==> config.mk <==
export PLATFORM = sky130hd
export DESIGN_NAME = mem_port_arbiter
export DESIGN_NICKNAME = d
export VERILOG_FILES = /design/src/rtl/mem_port_arbiter_pkg.sv /design/src/rtl/mem_port_arbiter_sat_counter.sv /design/src/rtl/mem_port_arbiter.sv
export SDC_FILE = /design/constraint.sdc
export NUM_CORES = 1
export LEC_CHECK = 0
export ABC_CLOCK_PERIOD_IN_PS = 6520
export CAP_MARGIN = 20
export CORE_AREA = 2 2 351 353
export DETAILED_ROUTE_END_ITERATION = 16
export DIE_AREA = 0 0 353 355
export PLACE_DENSITY = 0.3
export REMOVE_ABC_BUFFERS = 1
export SLEW_MARGIN = 30
export SYNTH_ARGS = -nofsm -noshare
export SYNTH_HDL_FRONTEND = slang
export SYNTH_SLANG_ARGS = --single-unit
==> constraint.sdc <==
create_clock -name clk -period 6.52 [get_ports clk]
set_input_delay 1.304 -clock clk [delete_from_list [all_inputs] [get_ports clk]]
set_output_delay 1.304 -clock clk [all_outputs]
set_load 0.03 [all_outputs]
==> src/rtl/mem_port_arbiter_pkg.sv <==
// Shared types and constants for the I/D-cache memory port arbiter.
// Latency: n/a (declarations only).
// Backpressure: n/a.
package mem_port_arbiter_pkg;

    localparam int ADDR_W_DFLT = 28;   // line address, byte address bits 31:4
    localparam int DATA_W_DFLT = 128;  // one cache line

    // Port identifiers, also the encoding of the last_grant register.
    localparam logic PORT_I = 1'b0;
    localparam logic PORT_D = 1'b1;

    typedef enum logic [1:0] {
        IDLE   = 2'd0,
        BUSY_I = 2'd1,
        BUSY_D = 2'd2,
        DRAIN  = 2'd3
    } arb_state_t;

    // Busy state that belongs to a given port.
    function automatic arb_state_t busy_state(input logic port);
        return (port == PORT_D) ? BUSY_D : BUSY_I;
    endfunction

endpackage

==> src/rtl/mem_port_arbiter_sat_counter.sv <==
// Saturating up-counter used for per-port wait-cycle statistics.
// Latency: count updates on the clock edge following a cycle with inc=1.
// Backpressure: none; holds at all-ones once saturated, cleared only by reset.
//
// Ports: clk, rst (async, active-high), inc (count this cycle), cnt (value).
module sat_counter #(
    parameter int W = 16
) (
    input  logic         clk,
    input  logic         rst,
    input  logic         inc,
    output logic [W-1:0] cnt
);

    always_ff @(posedge clk or posedge rst) begin
        if (rst) begin
            cnt <= '0;
        end else if (inc && (cnt != {W{1'b1}})) begin
            cnt <= cnt + W'(1);
        end
    end

endmodule

==> src/rtl/mem_port_arbiter.sv <==
// Shares one slow memory port between the I-cache and the D-cache, one command at a time.
// Latency: grant sampled in IDLE drives mem_* next cycle; x_ready is combinational with mem_ready.
// Backpressure: requesters hold strobes until their ready pulse; the loser simply waits.
//
// Ports:
//   clk, rst                 clock, asynchronous active-high reset
//   i_read/i_write/i_addr/i_wdata -> i_rdata/i_ready   I-cache request and completion
//   d_read/d_write/d_addr/d_wdata -> d_rdata/d_ready   D-cache request and completion
//   mem_read/mem_write/mem_addr/mem_wdata              registered command to memory
//   mem_rdata/mem_ready                                memory read line and completion pulse
//   i_wait_cnt/d_wait_cnt                              saturating cycles spent waiting for a grant
module mem_port_arbiter
    import mem_port_arbiter_pkg::*;
#(
    parameter int ADDR_W     = ADDR_W_DFLT,
    parameter int DATA_W     = DATA_W_DFLT,
    parameter int D_PRIORITY = 0,
    parameter int CNT_W      = 16
) (
    input  logic              clk,
    input  logic              rst,

    input  logic              i_read,
    input  logic              i_write,
    input  logic [ADDR_W-1:0] i_addr,
    input  logic [DATA_W-1:0] i_wdata,
    output logic [DATA_W-1:0] i_rdata,
    output logic              i_ready,

    input  logic              d_read,
    input  logic              d_write,
    input  logic [ADDR_W-1:0] d_addr,
    input  logic [DATA_W-1:0] d_wdata,
    output logic [DATA_W-1:0] d_rdata,
    output logic              d_ready,

    output logic              mem_read,
    output logic              mem_write,
    output logic [ADDR_W-1:0] mem_addr,
    output logic [DATA_W-1:0] mem_wdata,
    input  logic [DATA_W-1:0] mem_rdata,
    input  logic              mem_ready,

    output logic [CNT_W-1:0]  i_wait_cnt,
    output logic [CNT_W-1:0]  d_wait_cnt
);

    arb_state_t        state;
    arb_state_t        state_nxt;
    logic              last_grant;

    logic              i_req;
    logic              d_req;
    logic              grant_vld;
    logic              grant_port;
    logic              sel_read;
    logic              sel_write;
    logic [ADDR_W-1:0] sel_addr;
    logic [DATA_W-1:0] sel_wdata;
    logic              cmd_done;
    logic              i_wait_inc;
    logic              d_wait_inc;

    assign i_req = i_read | i_write;
    assign d_req = d_read | d_write;

    // Arbitration: only IDLE can grant. On contention the port not named by
    // last_grant wins, so after reset (last_grant = I) the D port goes first.
    always_comb begin
        grant_vld  = 1'b0;
        grant_port = PORT_I;
        if (state == IDLE) begin
            if (i_req && d_req) begin
                grant_vld = 1'b1;
                if (D_PRIORITY != 0) begin
                    grant_port = PORT_D;
                end else begin
                    grant_port = (last_grant == PORT_I) ? PORT_D : PORT_I;
                end
            end else if (d_req) begin
                grant_vld  = 1'b1;
                grant_port = PORT_D;
            end else if (i_req) begin
                grant_vld  = 1'b1;
                grant_port = PORT_I;
            end
        end
    end

    // Command source mux for the winning port.
    always_comb begin
        sel_read  = i_read;
        sel_write = i_write;
        sel_addr  = i_addr;
        sel_wdata = i_wdata;
        if (grant_port == PORT_D) begin
            sel_read  = d_read;
            sel_write = d_write;
            sel_addr  = d_addr;
            sel_wdata = d_wdata;
        end
    end

    // mem_ready only means something while a command is outstanding.
    assign cmd_done = mem_ready && ((state == BUSY_I) || (state == BUSY_D));

    always_comb begin
        state_nxt = state;
        case (state)
            IDLE:   if (grant_vld) state_nxt = busy_state(grant_port);
            BUSY_I: if (mem_ready) state_nxt = DRAIN;
            BUSY_D: if (mem_ready) state_nxt = DRAIN;
            DRAIN:  state_nxt = IDLE;
            default: state_nxt = IDLE;
        endcase
    end

    always_ff @(posedge clk or posedge rst) begin
        if (rst) begin
            state <= IDLE;
        end else begin
            state <= state_nxt;
        end
    end

    // Command register. A simultaneous read+write is forwarded as a write only.
    // Address and write data are left as they were on completion; only the
    // strobes qualify them.
    always_ff @(posedge clk or posedge rst) begin
        if (rst) begin
            mem_read   <= 1'b0;
            mem_write  <= 1'b0;
            mem_addr   <= '0;
            mem_wdata  <= '0;
            last_grant <= PORT_I;
        end else if (grant_vld) begin
            mem_write <= sel_write;
            mem_read  <= sel_read & ~sel_write;
            mem_addr  <= sel_addr;
            mem_wdata <= sel_wdata;
        end else if (cmd_done) begin
            mem_read   <= 1'b0;
            mem_write  <= 1'b0;
            last_grant <= (state == BUSY_D) ? PORT_D : PORT_I;
        end
    end

    // Completion goes only to the owner, with no added latency.
    assign i_ready = mem_ready && (state == BUSY_I);
    assign d_ready = mem_ready && (state == BUSY_D);

    // Read data is shared; each cache qualifies it with its own ready.
    assign i_rdata = mem_rdata;
    assign d_rdata = mem_rdata;

    // A port is waiting when it requests, does not own the memory and is not
    // being granted this very cycle. Excluding the grant cycle means an
    // uncontended request accumulates no wait time.
    assign i_wait_inc = i_req && (state != BUSY_I) && !(grant_vld && (grant_port == PORT_I));
    assign d_wait_inc = d_req && (state != BUSY_D) && !(grant_vld && (grant_port == PORT_D));

    sat_counter #(.W(CNT_W)) u_i_wait (
        .clk (clk),
        .rst (rst),
        .inc (i_wait_inc),
        .cnt (i_wait_cnt)
    );

    sat_counter #(.W(CNT_W)) u_d_wait (
        .clk (clk),
        .rst (rst),
        .inc (d_wait_inc),
        .cnt (d_wait_cnt)
    );

endmodule

==> impl_metrics.ini, run 1 <==
[clocking]
cts_setup_buffers = 0
path_clk_slew_ps = 80
root_buffer = clkbuf_16
cts_buffer_depth = 2
clock_latency_ps = 540
cts_max_level = 4
clock_sinks = 193
cts_tree = yes
ctsResizeCount = 0
cts_buffers = 17
hold_buffers = 0

[run]
drv_cap = 0

[timing]
min_period_over_period_pct = 61.2
skew_ps = 34.1
period_needed_ps = 3990
fin_hold_ws_ps = 483
fmax_mhz = 251
relSlewSlack_pct = 39.7
grt_setup_unrepaired = no
finalSetupViolCount = 0
worstMarginPinSlew_ps = 905
hold_violations = 0
finalMaxSlewViolations = 0

[route]
drt_iter0_drc = 588
dr_total_vias = 9613
postRouteAntennaNets = 0
wl_per_cell_um = 31.6
finalWirelength_um = 94500
first_pass_iters = 4
drc_errors = 0
viasPerCell = 3.22

[placement]
dp_hpwl_um = 77500
place_inst = 2954
gp_congestion = 0.827
numPortBuffers = 510

[global_route]
grt_use_met2_pct = 18.3
grt_use_met1_pct = 14.2
track_usage_pct = 14.9
grt-busiest-layer = met3
grt_overflow_total = 0
grtUsageMet3_pct = 19.0
grt_max_degree = 153
grt_pass1_wl_um = 118000
antenna_found_initial = 8
grt_pass1_vias = 9729

[logic_synthesis]
avgSynthCellArea_um2 = 9.87
synth_seq_cells = 193
ys_types = 42
netlist_area_um2 = 11100
ys.flop_type = dfrtp_1
yosysWarningCount = 0
synth_edf_count = 0
yosysSeqAreaShare_pct = 43.5
synth_cells = 1124
async_flop_share_pct = 100

[power]
leakage_nw = 6.94
finalPower_mw = 7.57
clock_power_share_pct = 14.8
p_comb_share_pct = 57.3
seqPwrFrac_pct = 27.9
swShare_pct = 47.6
intPower_mw = 3.97
p_per_area_nw_per_um2 = 455
ir_drop_v = 0.000243
switching_power_mw = 3.60

[finish]
final_util_pct = 13.7
nNetsFinal = 1801
layout.cells.non_filler = 2986
register_area_um2 = 4830
syn_to_final_growth_pct = 50.1
drive_gt1_share_pct = 3.82
nFillCells = 13800
multi_input_area_um2 = 3960

[critical_path]
path_buf_inv = 2
cpPeakStageDelay_ps = 670
worst_setup_path_start_kind = input port
required_ps = 5220
worstPathArrival_ps = 2690
path_class = in -> out
crit_chain = clkdlybuf4s50_1 > and2_1 > clkdlybuf4s50_1
end_kind = output pin
worst_path_most_repeated_cell = clkdlybuf4s50_1
path_delay_family = buffers and inverters
cp_max_fo = 5
r2r_slack_ps = 4010
cp_slowest_cell = clkdlybuf4s50_1

[die]
dieArea_um2 = 125000
die_w_um = 353
io_pins = 895
die_h_um = 355
fp-row-count = 128
initial_core_util_pct = 9.14
core_um2 = 121000

[hold_path]
hp-class = reg -> reg

[outcome]
status = finished clean
## cells by family (layout without fill, tap and decap cells)
family,Yosys count,count (layout),synth area share [%]
DFF,193,193,43.5
and+or+nand+nor,234,234,9.36
adders and majority gates,6,6,0.677
buffers and inverters,321,557,20.8
muxes,161,161,14.6
other,0,1,0
AOI/OAI and AO/OA,182,182,8.93
xor gates and xnor gates,27,27,2.13
## worst register-to-register path: cells and delay by family, from the launching register on
kind,cells,cell delay (ps)
and+or+nand+nor,2,830
AOI/OAI and AO/OA,1,550
DFF,1,430
muxes,1,380
adders and majority gates,1,220
## layer usage
layer	wire (um)	vias to the layer above
met1	33400	4417
met3	23900	90
met5	2110	-
met4	1620	36
met2	33500	1075
li1	-	3995
## power groups by stage
stage                     Sequential (mW)  Clock (mW)  Combinational, mW
after floorplan                      3.11           0               1.78
after global placement               2.13           0               4.44
after detailed placement             2.14           0               4.44
after CTS                            2.13        1.21               4.44
after global routing                 2.19        1.23               4.71
final                                2.11        1.12               4.34
## synth_stat cells (2+ instances only)
cell type  number  area [um2]
a211oi_1        2        15.0
a21oi_1         2        10.0
and2_1          6        37.5
and3_1          8        50.1
and4_1          5        43.8
buf_2          10        50.1
buf_4         285        2140
buf_6           2        22.5
clkbuf_1       15        56.3
clkbuf_2        2        10.0
dfrtp_1       193        4830
ha_1            6        75.1
inv_1           7        26.3
mux2_2          4        45.0
mux2i_1       157        1570
nand2_1       164         616
nand3_1        17        85.1
nand4_1        12        75.1
nor2_1          8        30.0
nor3_1          3        15.0
nor4_1          4        25.0
o2111ai_1       3        26.3
o211ai_1        5        37.5
o21ai_0        85         425
o21ai_1        76         380
or2_2           2        12.5
xnor2_1        24         210
xor2_1          3        26.3
## path summary, 6_finish.rpt
check                                      from              end  cells past startpoint
worst max-delay path                  mem_ready          i_ready                      3
worst min-delay path              mem_wdata[71]    mem_wdata[71]                      2
worst max register to register  u_d_wait.cnt[0]  u_d_wait.cnt[1]                      5
worst min register to register    mem_wdata[71]    mem_wdata[71]                      2
max in group asynchronous                   rst   mem_wdata[118]                      3
min in group asynchronous                   rst    mem_wdata[77]                      2
## through the flow
step | instance area [um2] | TNS (ps) | worst slack (ps)
2_1_floorplan | 8810 | -372200 | -2820
3_3_place_gp | 16100 | 0 | 2510
3_5_place_dp | 16100 | 0 | 2520
4_1_cts | 16600 | 0 | 2510
5_1_grt | 16700 | 0 | 2480
6_report | 16700 | 0 | 2530
## layout make-up
class | count | area share [%]
Clock buffer | 20 | 2.80
Sequential cell | 193 | 29.0
Clock inverter | 11 | 0.564
Tap cell | 1625 | 12.2
Antenna cell | 1 | 0.0150
Timing Repair Buffer | 519 | 31.4
Inverter | 7 | 0.203
Multi-Input combinational cell | 610 | 23.8
## flip-flops by register name (all words and copies together), names as in the netlist
signal        flops
mem_wdata       128
mem_addr         28
u_d_wait.cnt     16
u_i_wait.cnt     16
state             2
last_grant        1
mem_read          1
mem_write         1
## cells in the final DEF (no fill, tap or decap), types with 4 or more instances in the layout
cell type | synthesis | routed
and2_1 | 6 | 6
and3_1 | 8 | 8
and4_1 | 5 | 5
buf_12 | 0 | 5
buf_4 | 285 | 4
clkbuf_16 | 0 | 17
clkdlybuf4s50_1 | 0 | 510
clkinvlp_4 | 0 | 4
dfrtp_1 | 193 | 193
ha_1 | 6 | 6
inv_1 | 7 | 6
inv_6 | 0 | 6
mux2_2 | 4 | 4
mux2i_1 | 157 | 157
nand2_1 | 164 | 164
nand3_1 | 17 | 17
nand4_1 | 12 | 12
nor2_1 | 8 | 8
nor4_1 | 4 | 4
o211ai_1 | 5 | 5
o21ai_0 | 85 | 85
o21ai_1 | 76 | 76
xnor2_1 | 24 | 24
(Power assumes the default switching activity.)
==> inputs of run 2 (changes only) <==
--- a/config.mk
+++ b/config.mk
@@ -5,7 +5,7 @@
 export SDC_FILE = /design/constraint.sdc
 export NUM_CORES = 1
 export LEC_CHECK = 0
-export ABC_CLOCK_PERIOD_IN_PS = 6520
+export ABC_CLOCK_PERIOD_IN_PS = 3200
 export CAP_MARGIN = 20
 export CORE_AREA = 2 2 351 353
 export DETAILED_ROUTE_END_ITERATION = 16
==> constraint.sdc (replaced) <==
create_clock -name clk -period 3.2 [get_ports clk]
set_input_delay 0.64 -clock clk [delete_from_list [all_inputs] [get_ports clk]]
set_output_delay 0.64 -clock clk [all_outputs]
set_load 0.03 [all_outputs]
==> run 2 against run 1 <==
Final cell count rose by 0.80%. Core utilization rose by 0.21 points. Via count rose by 1.5%. Flip-flop and latch count did not move. Setup slack got worse by 2100 ps. Die area did not move. Largest cell class unchanged. Sequential share of layout area fell by 0.43 points. Register-to-register slack got worse by 2900 ps. Clock-buffer cell count fell by 2. Critical path depth rose by 1.
==> impl_metrics.ini, run 2 (synthesis gave the netlist of run 1 again) <==
[route]
drc_errors = 0
dr_total_vias = 9754
finalWirelength_um = 96300
postRouteAntennaNets = 0
drt_iter0_drc = 566
wl_per_cell_um = 32.0
first_pass_iters = 5
viasPerCell = 3.24

[die]
dieArea_um2 = 125000
initial_core_util_pct = 9.14
die_h_um = 355
io_pins = 895
die_w_um = 353
core_um2 = 121000
fp-row-count = 128

[power]
seqPwrFrac_pct = 27.6
swShare_pct = 47.5
switching_power_mw = 7.43
p_comb_share_pct = 58.5
leakage_nw = 7.09
p_per_area_nw_per_um2 = 926
intPower_mw = 8.22
clock_power_share_pct = 13.9
finalPower_mw = 15.6
ir_drop_v = 0.000463

[timing]
grt_setup_unrepaired = no
finalSetupViolCount = 0
fmax_mhz = 364
fin_hold_ws_ps = 486
skew_ps = 13.4
worstMarginPinSlew_ps = 696
worst_slack_ps = 450
min_period_over_period_pct = 85.9
relSlewSlack_pct = 53.4
period_needed_ps = 2750
hold_violations = 0
finalMaxSlewViolations = 0

[critical_path]
end_kind = output pin
path_class = reg -> out
crit_chain = inv_1 > ha_1 > and2_1 > clkdlybuf4s50_1
path_buf_inv = 2
cp_max_fo = 3
r2r_slack_ps = 1060
rr_endpoint = mem_wdata[27]
r2r_start = state[0]
required_ps = 2560
path_delay_family = buffers and inverters
worstPathArrival_ps = 2110
worst_setup_path_start_kind = register
cpPeakStageDelay_ps = 680
reg2reg_depth = 7
cp_slowest_cell = clkdlybuf4s50_1

[placement]
numPortBuffers = 510
place_inst = 2977
pre_cts_ws_ps = 348
dp_hpwl_um = 79900
gp_congestion = 0.831

[hold_path]
hold_start = mem_wdata[23]
whs_path_depth = 2
hp-class = reg -> reg
min_to = mem_wdata[23]

[clocking]
cts_buffer_depth = 2
hold_buffers = 0
cts_setup_buffers = 0
cts_buffers = 17
root_buffer = clkbuf_16
cts_tree = yes
clock_sinks = 193
path_clk_slew_ps = 90
clock_latency_ps = 540
ctsResizeCount = 0
cts_max_level = 4

[run]
drv_cap = 0

[finish]
layout_commonest_cell = clkdlybuf4s50_1
nFillCells = 13800
largest_reg_flops = 128
syn_to_final_growth_pct = 52.4
nNetsFinal = 1824
most-common-layout-cells = clkdlybuf4s50_1 (510), dfrtp_1 (193), nand2_1 (164)
largest-register = mem_wdata
final_util_pct = 13.9
drive_gt1_share_pct = 5.35
layout.cells.non_filler = 3010
top_regs = mem_wdata: 128 flops, mem_addr: 28 flops

[global_route]
grt_pass1_vias = 10100
grt_max_degree = 55
grt_overflow_total = 0
antenna_found_initial = 8
grt_pass1_wl_um = 121000
track_usage_pct = 15.2

[outcome]
status = finished clean
[run 2: through the flow]
step                      TNS [ps]  area, um2
after global placement           0      16400
after detailed placement         0      16400
after floorplan           -1312420       8810
after global routing             0      16900
final                            0      16900
after CTS                        0      16900
[run 2: power by group through the flow]
stage	registers [mW]	clock network, mW	logic, mW
final	4.31	2.18	9.16
after floorplan	6.33	0	2.92
after global routing	4.47	2.42	9.97
after global placement	4.33	0	9.39
after CTS	4.33	2.37	9.40
after detailed placement	4.35	0	9.39
[run 2: tightest hold or removal path: cells and delay by family (launching register included)]
family | cells | cell delay [ps]
simple gates | 1 | 40
flops | 1 | 350
compound gates | 1 | 60
[run 2: routing by layer]
metal | GRT usage, % | wire, um | vias to the layer above
met1 | 14.4 | 33200 | 4448
met2 | 19.2 | 34900 | 1142
met3 | 19.4 | 25300 | 86
met4 | 2.89 | 1160 | 34
met5 | 10.3 | 1640 | -
li1 | - | - | 4044
[run 2: cell type report]
class / count / area, um2 / share of cell area, %
repair buffers: 542 / 5510 / 32.6
flip-flops and latches: 193 / 4830 / 28.6
multi-input cells: 610 / 3960 / 23.4
well taps: 1625 / 2030 / 12.0
clock buffers: 18 / 429 / 2.54
clock inverters: 13 / 106 / 0.629
inverters: 7 / 33.8 / 0.200
diodes: 2 / 5.00 / 0.0296
[run 2: how the worst max path moves through the flow]
stage / from / end / slack (ps) / cells past startpoint
4_1_cts: state[0] / d_ready / 350 / 4
2_1_floorplan: d_read / mem_read / -5470 / 4
3_3_place_gp: d_read / mem_wdata[10] / 380 / 7
3_5_place_dp: d_read / mem_wdata[93] / 350 / 7
6_report: state[0] / d_ready / 450 / 4
5_1_grt: state[0] / d_ready / 300 / 4
